--- src/rtl/arq_ctrl_if.sv ---
// arq_ctrl_if: signal bundle between the ARQ controller and its neighbours:
// the upstream source, the FIFO+SECDED core and the downstream sink.
// The controller connects through the master modport and its environment
// through the slave modport.
interface arq_ctrl_if #(
  parameter int DW        = 4,
  parameter int MAX_RETRY = 3
);
  localparam int RW = (MAX_RETRY < 1) ? 1 : $clog2(MAX_RETRY + 1);

  logic          src_valid;
  logic [DW-1:0] src_data;
  logic          src_ready;
  logic          fifo_wr_en;
  logic [DW-1:0] fifo_data_in;
  logic          fifo_rd_en;
  logic [DW-1:0] fifo_data_out;
  logic          fifo_ack;
  logic          fifo_nack;
  logic          dst_valid;
  logic [DW-1:0] dst_data;
  logic          dst_ready;
  logic          busy;
  logic          word_ok;
  logic          word_fail;
  logic [RW-1:0] retry_cnt;
  logic [7:0]    err_total;

  modport master (
    input  src_valid, src_data, fifo_data_out, fifo_ack, fifo_nack, dst_ready,
    output src_ready, fifo_wr_en, fifo_data_in, fifo_rd_en, dst_valid, dst_data,
           busy, word_ok, word_fail, retry_cnt, err_total
  );

  modport slave (
    output src_valid, src_data, fifo_data_out, fifo_ack, fifo_nack, dst_ready,
    input  src_ready, fifo_wr_en, fifo_data_in, fifo_rd_en, dst_valid, dst_data,
           busy, word_ok, word_fail, retry_cnt, err_total
  );
endinterface

--- src/rtl/arq_ctrl.sv ---
// arq_ctrl: stop-and-wait ARQ sequencer for the ECC-protected FIFO.
// One word is held at a time: written to the FIFO, read back, and either
// delivered on ack or retransmitted on nack/timeout until the retry budget
// is spent, after which the word is dropped and word_fail pulses.
module arq_ctrl #(
  parameter int DW        = 4,
  parameter int MAX_RETRY = 3,
  parameter int TIMEOUT   = 7
) (
  input  logic       clk,
  input  logic       rst,
  arq_ctrl_if.master bus
);
  localparam int RW = (MAX_RETRY < 1) ? 1 : $clog2(MAX_RETRY + 1);
  localparam int TW = (TIMEOUT < 2) ? 1 : $clog2(TIMEOUT);
  localparam logic [RW-1:0] RETRY_MAX = RW'(MAX_RETRY);
  localparam logic [TW-1:0] TMO_LAST  = TW'(TIMEOUT - 1);

  typedef enum logic [2:0] {
    S_IDLE    = 3'd0,
    S_WRITE   = 3'd1,
    S_READ    = 3'd2,
    S_WAIT    = 3'd3,
    S_DELIVER = 3'd4
  } state_t;

  state_t        state_r;
  state_t        next_s;
  logic [DW-1:0] hold_r;
  logic [DW-1:0] deliv_r;
  logic [RW-1:0] retry_r;
  logic [TW-1:0] tmo_r;
  logic [7:0]    err_r;
  logic          word_ok_r;
  logic          word_fail_r;
  logic          src_ready_s;
  logic          accept_s;
  logic          latch_s;
  logic          fail_s;
  logic          retry_left_s;

  // src_ready is held low during reset so no word is taken while rst is high.
  assign src_ready_s  = (state_r == S_IDLE) && !rst;
  assign retry_left_s = (retry_r < RETRY_MAX);

  // Next-state decode; nack outranks ack, and ack outranks a same-cycle timeout.
  always_comb begin
    next_s   = state_r;
    accept_s = 1'b0;
    latch_s  = 1'b0;
    fail_s   = 1'b0;
    case (state_r)
      S_IDLE: begin
        if (bus.src_valid && src_ready_s) begin
          accept_s = 1'b1;
          next_s   = S_WRITE;
        end else begin
          next_s = S_IDLE;
        end
      end
      S_WRITE: next_s = S_READ;
      S_READ:  next_s = S_WAIT;
      S_WAIT: begin
        if (bus.fifo_nack) begin
          fail_s = 1'b1;
          next_s = retry_left_s ? S_WRITE : S_IDLE;
        end else if (bus.fifo_ack) begin
          latch_s = 1'b1;
          next_s  = S_DELIVER;
        end else if (tmo_r == TMO_LAST) begin
          fail_s = 1'b1;
          next_s = retry_left_s ? S_WRITE : S_IDLE;
        end else begin
          next_s = S_WAIT;
        end
      end
      S_DELIVER: begin
        if (bus.dst_ready) begin
          next_s = S_IDLE;
        end else begin
          next_s = S_DELIVER;
        end
      end
      default: next_s = S_IDLE;
    endcase
  end

  // State register.
  always_ff @(posedge clk or posedge rst) begin
    if (rst) begin
      state_r <= S_IDLE;
    end else begin
      state_r <= next_s;
    end
  end

  // Held/delivered words, retry and error accounting, and status pulses.
  always_ff @(posedge clk or posedge rst) begin
    if (rst) begin
      hold_r      <= '0;
      deliv_r     <= '0;
      retry_r     <= '0;
      tmo_r       <= '0;
      err_r       <= 8'd0;
      word_ok_r   <= 1'b0;
      word_fail_r <= 1'b0;
    end else begin
      word_ok_r   <= (state_r == S_DELIVER) && bus.dst_ready;
      word_fail_r <= fail_s && !retry_left_s;
      if (accept_s) begin
        hold_r  <= bus.src_data;
        retry_r <= '0;
      end
      if (state_r == S_READ) begin
        tmo_r <= '0;
      end else if (state_r == S_WAIT) begin
        tmo_r <= tmo_r + TW'(1);
      end
      if (latch_s) begin
        deliv_r <= bus.fifo_data_out;
      end
      if (fail_s) begin
        if (err_r != 8'hFF) begin
          err_r <= err_r + 8'd1;
        end
        if (retry_left_s) begin
          retry_r <= retry_r + RW'(1);
        end
      end
    end
  end

  assign bus.src_ready    = src_ready_s;
  assign bus.fifo_wr_en   = (state_r == S_WRITE);
  assign bus.fifo_data_in = hold_r;
  assign bus.fifo_rd_en   = (state_r == S_READ);
  assign bus.dst_valid    = (state_r == S_DELIVER);
  assign bus.dst_data     = deliv_r;
  assign bus.busy         = (state_r != S_IDLE);
  assign bus.word_ok      = word_ok_r;
  assign bus.word_fail    = word_fail_r;
  assign bus.retry_cnt    = retry_r;
  assign bus.err_total    = err_r;
endmodule
--- src/flat_wrapper.sv ---
// flat-port wrapper written by rule: the top's interface ports become plain ports
module arq_ctrl_flat 
#(
  parameter int DW        = 4,
  parameter int MAX_RETRY = 3,
  parameter int TIMEOUT   = 7
)
  (clk, rst, bus_src_valid, bus_src_data, bus_fifo_data_out, bus_fifo_ack, bus_fifo_nack, bus_dst_ready, bus_src_ready, bus_fifo_wr_en, bus_fifo_data_in, bus_fifo_rd_en, bus_dst_valid, bus_dst_data, bus_busy, bus_word_ok, bus_word_fail, bus_retry_cnt, bus_err_total);
  arq_ctrl_if #(.DW(DW), .MAX_RETRY(MAX_RETRY)) bus_i ();
  input  logic clk;
  input  logic rst;
  input wire logic [$bits(bus_i.src_valid)-1:0] bus_src_valid;
  input wire logic [$bits(bus_i.src_data)-1:0] bus_src_data;
  input wire logic [$bits(bus_i.fifo_data_out)-1:0] bus_fifo_data_out;
  input wire logic [$bits(bus_i.fifo_ack)-1:0] bus_fifo_ack;
  input wire logic [$bits(bus_i.fifo_nack)-1:0] bus_fifo_nack;
  input wire logic [$bits(bus_i.dst_ready)-1:0] bus_dst_ready;
  output wire logic [$bits(bus_i.src_ready)-1:0] bus_src_ready;
  output wire logic [$bits(bus_i.fifo_wr_en)-1:0] bus_fifo_wr_en;
  output wire logic [$bits(bus_i.fifo_data_in)-1:0] bus_fifo_data_in;
  output wire logic [$bits(bus_i.fifo_rd_en)-1:0] bus_fifo_rd_en;
  output wire logic [$bits(bus_i.dst_valid)-1:0] bus_dst_valid;
  output wire logic [$bits(bus_i.dst_data)-1:0] bus_dst_data;
  output wire logic [$bits(bus_i.busy)-1:0] bus_busy;
  output wire logic [$bits(bus_i.word_ok)-1:0] bus_word_ok;
  output wire logic [$bits(bus_i.word_fail)-1:0] bus_word_fail;
  output wire logic [$bits(bus_i.retry_cnt)-1:0] bus_retry_cnt;
  output wire logic [$bits(bus_i.err_total)-1:0] bus_err_total;
  assign bus_i.src_valid = bus_src_valid;
  assign bus_i.src_data = bus_src_data;
  assign bus_i.fifo_data_out = bus_fifo_data_out;
  assign bus_i.fifo_ack = bus_fifo_ack;
  assign bus_i.fifo_nack = bus_fifo_nack;
  assign bus_i.dst_ready = bus_dst_ready;
  assign bus_src_ready = bus_i.src_ready;
  assign bus_fifo_wr_en = bus_i.fifo_wr_en;
  assign bus_fifo_data_in = bus_i.fifo_data_in;
  assign bus_fifo_rd_en = bus_i.fifo_rd_en;
  assign bus_dst_valid = bus_i.dst_valid;
  assign bus_dst_data = bus_i.dst_data;
  assign bus_busy = bus_i.busy;
  assign bus_word_ok = bus_i.word_ok;
  assign bus_word_fail = bus_i.word_fail;
  assign bus_retry_cnt = bus_i.retry_cnt;
  assign bus_err_total = bus_i.err_total;
  arq_ctrl #(.DW(DW), .MAX_RETRY(MAX_RETRY), .TIMEOUT(TIMEOUT)) u_core (.clk(clk), .rst(rst), .bus(bus_i));
endmodule
--- config.mk ---
export PLATFORM = sky130hd
export DESIGN_NAME = arq_ctrl_flat
export DESIGN_NICKNAME = d
export VERILOG_FILES = /design/src/rtl/arq_ctrl_if.sv /design/src/rtl/arq_ctrl.sv /design/src/flat_wrapper.sv
export SDC_FILE = /design/constraint.sdc
export NUM_CORES = 1
export LEC_CHECK = 0
export BUFFER_PORTS_ARGS = -buffer_cell sky130_fd_sc_hd__buf_2
export CAP_MARGIN = 0
export CORE_MARGIN = 8
export CORE_UTILIZATION = 35
export CTS_BUF_LIST = sky130_fd_sc_hd__clkbuf_8
export DETAILED_ROUTE_END_ITERATION = 10
export MAX_ROUTING_LAYER = met4
export PLACE_DENSITY = 0.72
export REMOVE_ABC_BUFFERS = 1
export SLEW_MARGIN = 10
export SYNTH_ARGS = -nofsm -noshare
export SYNTH_HDL_FRONTEND = slang
export SYNTH_SLANG_ARGS = --single-unit
--- constraint.sdc ---
create_clock -name clk -period 1.7 [get_ports clk]
set_input_delay 0.17 -clock clk [delete_from_list [all_inputs] [get_ports clk]]
set_output_delay 0.17 -clock clk [all_outputs]
set_load 0.02 [all_outputs]
==> results_dict.tcl, run 1 <==
set metrics [dict create \
    crit_fanout 5 \
    yosysTopAreaCellShare_pct 51.7 \
    p_leak_uw 0.000850 \
    async_flop_share_pct 100 \
    worst_ep_required_time_ns 1.90 \
    ant_nets 0 \
    num_vias 997 \
    synth_top_area_cell "dfrtp_1" \
    p_comb_share_pct 48.7 \
    final_common_cell "buf_2" \
    clock_latency_ns 0.27 \
    worst_slew_pin_slew_ns 0.396 \
    grt_pass1_wl_um 5130 \
    intPower_uw 1630 \
    powerDensity_mw_per_mm2 1620 \
    antenna_found_initial 0 \
    r2r_end "u_core.bus.err_total[3]" \
    final_cell_count_no_fill 206 \
    dpl_cell_area_mm2 0.00157 \
    grt_max_degree 17 \
    synth_edf_count 0 \
    finalInstanceArea_mm2 0.00170 \
    worstSetupPathType "reg -> reg" \
    netSwitchingFraction_pct 41.0 \
    fp.dieArea_mm2 0.00577 \
    cts_tree "yes" \
    skew_ns 0.00457 \
    synth_area_per_cell_um2 11.9 \
    syn_to_final_growth_pct 35.0 \
    period_minus_slack_ns 1.73 \
    pre_cts_ws_ns -0.0701 \
    place_congestion 0.903 \
    rows 21 \
    drive_gt1_share_pct 48.8 \
    clkPwrFrac_pct 14.3 \
    seqPwrFrac_pct 37.0 \
    violations "negative setup slack" \
    ys.flop_type "dfrtp_1" \
    hold_class "in -> reg" \
    syn_inst 106 \
    r2r_slack_ns -0.03 \
    die_h_um 76.0 \
    wl_per_cell_um 14.4 \
    irDropWorstVdd_mv 0.528 \
    first_pass_iters 4 \
    relSlewSlack_pct 73.6 \
    drt-total-wl_um 2970 \
    cts.htree.levels 1 \
    drt_iter0_drc 41 \
    numClockSinks 26 \
    drcViolationCount 0 \
    setup_viol 1 \
    yosysSeqAreaShare_pct 51.7 \
    place_hpwl_um 2330 \
    crit_path_end_kind "register" \
    grt_overflow 0 \
    cts_buffers 3 \
    ys_warn_count 0 \
    cp-start-kind "register" \
    synth_cell_types 33 \
    initial_core_util_pct 37.1 \
    ioPinCount 39 \
    grt_usage_pct 10.9 \
    rsz0062_at_grt "true" \
    fmax_ghz 0.577 \
    power_switching_uw 1130 \
    grt_pass1_vias 1095 \
    period_share_pct 102 \
    setup_tns_ns -0.0344 \
    place_inst 199 \
    reg2reg_depth 7 \
    synth_seq_cells 26 \
    critPathArrivalTime_ns 1.93 \
    cts_buffer_depth 2 \
    synth_area_leaders "dfrtp_1, mux2_2, xor2_1, ha_1, nand2_1" \
    worst_slack_ns -0.0344 \
    cap_violations 0 \
    port-buffer-count 38 \
    nets 179 \
    ctsRootBufferMaster "clkbuf_8" \
    status "finished with violations" \
    layout_common_cells "buf_2, dfrtp_1, nand2_1" \
    via_per_inst 4.84 \
    core-area_mm2 0.00339 \
    hold_start "bus_dst_ready" \
    holdPathStages 2 \
    hold_viol 0 \
    chipWidth_um 76.0 \
    diodes 0 \
    r2r_start "u_core.tmo_r[0]" \
    hold_path_end "u_core.state_r[2]" \
    netlist_area_mm2 0.00126 \
    clk_pin_slew_worst_paths_ns 0.09 \
    finalMaxSlewViolations 0 \
]
## cells by family (layout without fill, tap and decap cells)
group / Yosys count / in the layout / share of synthesized area, %
fa+ha+maj: 4 / 4 / 3.98
buf+inv: 7 / 61 / 2.78
compound gates: 10 / 10 / 4.97
simple gates: 42 / 42 / 22.7
mux: 11 / 11 / 9.74
flops: 26 / 26 / 51.7
xor+xnor: 6 / 6 / 4.17
## Yosys cell counts (2+ instances only)
cell type	n
nand2b_1	3
xor2_1	6
nand2_1	13
nor2_1	7
nor4_4	2
mux2_2	9
ha_1	4
nor3_1	2
nor4_1	2
o21ai_0	4
nand3_1	2
and4_1	2
inv_1	5
dfrtp_1	26
## how the worst max path moves through the flow
stage / startpoint / endpoint
3_3_place_gp: u_core.tmo_r[0] / u_core.bus.err_total[7]
3_5_place_dp: u_core.tmo_r[0] / u_core.bus.err_total[7]
5_1_grt: u_core.tmo_r[0] / u_core.bus.err_total[3]
4_1_cts: u_core.tmo_r[0] / u_core.bus.err_total[3]
2_1_floorplan: u_core.state_r[1] / u_core.bus.fifo_data_in[0]
6_report: u_core.tmo_r[0] / u_core.bus.err_total[3]
## metrics by stage
step	power (µW)	hold WS, ns	utilization (%)
floorplan	1790	0.210	-
CTS	2720	0.0743	49.0
global route	2950	0.0813	50.1
global placement	2250	0.190	46.4
finish	2760	0.0909	50.1
detailed placement	2300	0.194	46.4
## final cells by class
class | count | area [µm²]
multi-input cells | 73 | 601
repair buffers | 52 | 315
inverters | 5 | 18.8
well taps | 46 | 57.6
flip-flops and latches | 26 | 652
clock buffers | 4 | 55.1
fillers | 300 | 1690
## metal layers
metal  track usage, %  part of all wire (%)  up-vias
met1             11.6                    41      493
met3             1.30                   2.9        4
li1                 -                     -      474
met4             6.27                   2.0        0
met5                -                     0        -
met2             19.1                    54       26
## flip-flops by register name (all words and copies together), names as in the netlist
name / flops
u_core.state_r: 3
u_core.bus.word_ok: 1
u_core.bus.retry_cnt: 2
u_core.bus.fifo_data_in: 4
u_core.bus.word_fail: 1
u_core.bus.err_total: 8
u_core.bus.dst_data: 4
u_core.tmo_r: 3
## worst max-delay path: stages (launching register included)
cell	delay [ns]
dfrtp_1	0.40
inv_2	0.08
ha_4	0.14
a21oi_2	0.05
or3_4	0.42
buf_8	0.15
nor4b_4	0.26
xor2_1	0.16
## power by group through the flow
stage               Clock, µW  Sequential (µW)  Combinational, µW
floorplan                   0             1250                545
global placement            0             1010               1240
detailed placement          0             1030               1270
CTS                       412             1010               1290
global route              441             1060               1450
finish                    396             1020               1340
## repair_timing
item,CTS,global route
endpoints found under the hold margin,10,0
buffers inserted,2,0
gates resized for setup,2,10
pin swaps,4,9
endpoints found under the setup margin,8,12
hold buffers,1,0
(Power assumes the default switching activity.)
==> run 2, diff against run 1 <==
Settings changed: CELL_PAD_IN_SITES_DETAIL_PLACEMENT set to 0, CELL_PAD_IN_SITES_GLOBAL_PLACEMENT set to 1, PLACE_DENSITY 0.72 to 0.87.
==> results_dict.tcl, run 2 (synthesis results as in run 1) <==
set metrics [dict create \
    setup_viol 3 \
    diodes 0 \
    crit_fanout 4 \
    via_per_inst 4.66 \
    die_h_um 76.0 \
    ant_nets 0 \
    worst_slack_ns -0.0170 \
    cp_num_cells 7 \
    drcViolationCount 0 \
    chipWidth_um 76.0 \
    relSlewSlack_pct 76.1 \
    multi_input_area_um2 598 \
    place_hpwl_um 2250 \
    rows 21 \
    drt-total-wl_um 2960 \
    p_leak_uw 0.000875 \
    grt_overflow 0 \
    crit_family "simple AND/OR/NAND/NOR gates" \
    cts_tree "yes" \
    pre_cts_ws_ns -0.127 \
    critPathBufInv 2 \
    cp-start-kind "register" \
    antenna_found_initial 0 \
    critPathArrivalTime_ns 1.92 \
    powerDensity_mw_per_mm2 1670 \
    skew_ns 0.00321 \
    final_cell_count_no_fill 210 \
    power_uw 2890 \
    clock_latency_ns 0.27 \
    ctsRootBufferMaster "clkbuf_8" \
    irDropWorstVdd_mv 0.780 \
    dpl_cell_area_mm2 0.00159 \
    initial_core_util_pct 37.1 \
    grt_usage_pct 10.9 \
    grt_pass1_wl_um 5040 \
    seq_area_um2 651 \
    drt_iter0_drc 68 \
    largest_register_ffs 8 \
    place_congestion 0.800 \
    cts.htree.levels 1 \
    rsz0062_at_grt "true" \
    grt_pass1_vias 1061 \
    period_share_pct 101 \
    crit_chain "inv_1, ha_2, a21oi_2, or3_4, buf_6, nor4b_4, xor2_1" \
    numClockSinks 26 \
    place_inst 201 \
    clk_pin_slew_worst_paths_ns 0.09 \
    status "finished with violations" \
    wl_per_cell_um 14.1 \
    reg2reg_depth 7 \
    holdPathStages 2 \
    hold_viol 0 \
    slowest_stage "dfrtp_1" \
    finalMaxSlewViolations 0 \
    worst_ep_required_time_ns 1.91 \
    cap_violations 0 \
    drive_gt1_share_pct 49.4 \
    hold_class "in -> reg" \
    cts_buffer_depth 2 \
    period_minus_slack_ns 1.72 \
    cpPeakStageDelay_ns 0.40 \
    fillers 304 \
    worst_slew_pin_slew_ns 0.358 \
    hold_ws_ns 0.0796 \
    layout_common_cells "buf_2, dfrtp_1, buf_4" \
    port-buffer-count 38 \
    nets 183 \
    final_common_cell "buf_2" \
    fp.dieArea_mm2 0.00577 \
    finalInstanceArea_mm2 0.00173 \
    violations "negative setup slack" \
    first_pass_iters 4 \
    crit_path_end_kind "register" \
    worstSetupPathType "reg -> reg" \
    syn_to_final_growth_pct 37.8 \
    fmax_ghz 0.582 \
    num_vias 978 \
    ioPinCount 39 \
    cts_buffers 3 \
    grt_max_degree 26 \
    core-area_mm2 0.00339 \
]
-- run 2: cell types whose count changed in the layout (fill, tap and decap cells not counted), sizes merged --
| cell | previous run | this run |
|---|---|---|
| clkbuf | 4 | 3 |
| buf | 51 | 55 |
| bufinv | 0 | 1 |
-- run 2: layout make-up --
type,count,share of cell area [%]
clock inverters,1,1.73
multi-input cells,73,34.5
flip-flops and latches,26,37.5
inverters,5,1.08
repair buffers,56,19.5
clock buffers,3,2.38
well taps,46,3.32
-- run 2: worst paths after layout --
| check | startpoint | to | slack (ns) |
|---|---|---|---|
| max in group asynchronous | rst | u_core.tmo_r[1] | 0.88 |
| setup / recovery | u_core.tmo_r[0] | u_core.bus.err_total[3] | -0.02 |
| hold / removal | bus_dst_ready | u_core.state_r[2] | 0.08 |
| min in group asynchronous | rst | u_core.bus.fifo_data_in[1] | 0.34 |
| hold reg to reg | u_core.bus.err_total[5] | u_core.bus.err_total[5] | 0.51 |
| setup reg to reg | u_core.tmo_r[0] | u_core.bus.err_total[3] | -0.02 |
-- run 2: worst reg2reg max path: stages, from the launching register on --
cell and delay [ns]:
dfrtp_1 0.40, inv_1 0.06, ha_2 0.18, a21oi_2 0.06
or3_4 0.40, buf_6 0.15, nor4b_4 0.23, xor2_1 0.16
-- run 2: what timing repair did --
item                                    in CTS  in global routing
setup buffers                                3                  1
endpoints found under the hold margin        4                  0
hold buffers                                 1                  0
endpoints found under the setup margin       6                 14
resized for setup                            4                  5
pin swaps                                    6                  7
-- run 2: metrics by stage --
stage          utilization, %  setup TNS (ns)
3_3_place_gp             46.8          -0.193
5_1_grt                  51.2          -0.621
2_1_floorplan               -           -1.98
3_5_place_dp             46.8          -0.492
4_1_cts                  50.4          -0.114
6_report                 51.2         -0.0317
-- run 2: layer usage --
layer	wire (µm)	share of wire [%]	GRT usage (%)	up-vias
li1	-	-	-	486
met1	1320	45	12.1	462
met2	1480	50	17.9	26
met3	98	3.3	2.12	4
met4	62	2.1	5.88	0
met5	0	0	-	-
-- run 2: report_power, final --
| part | internal, µW | switching (µW) | leakage [µW] |
|---|---|---|---|
| Combinational | 591 | 768 | 0.000513 |
| Sequential | 842 | 172 | 0.000326 |
| Clock | 315 | 200 | 0.0000357 |
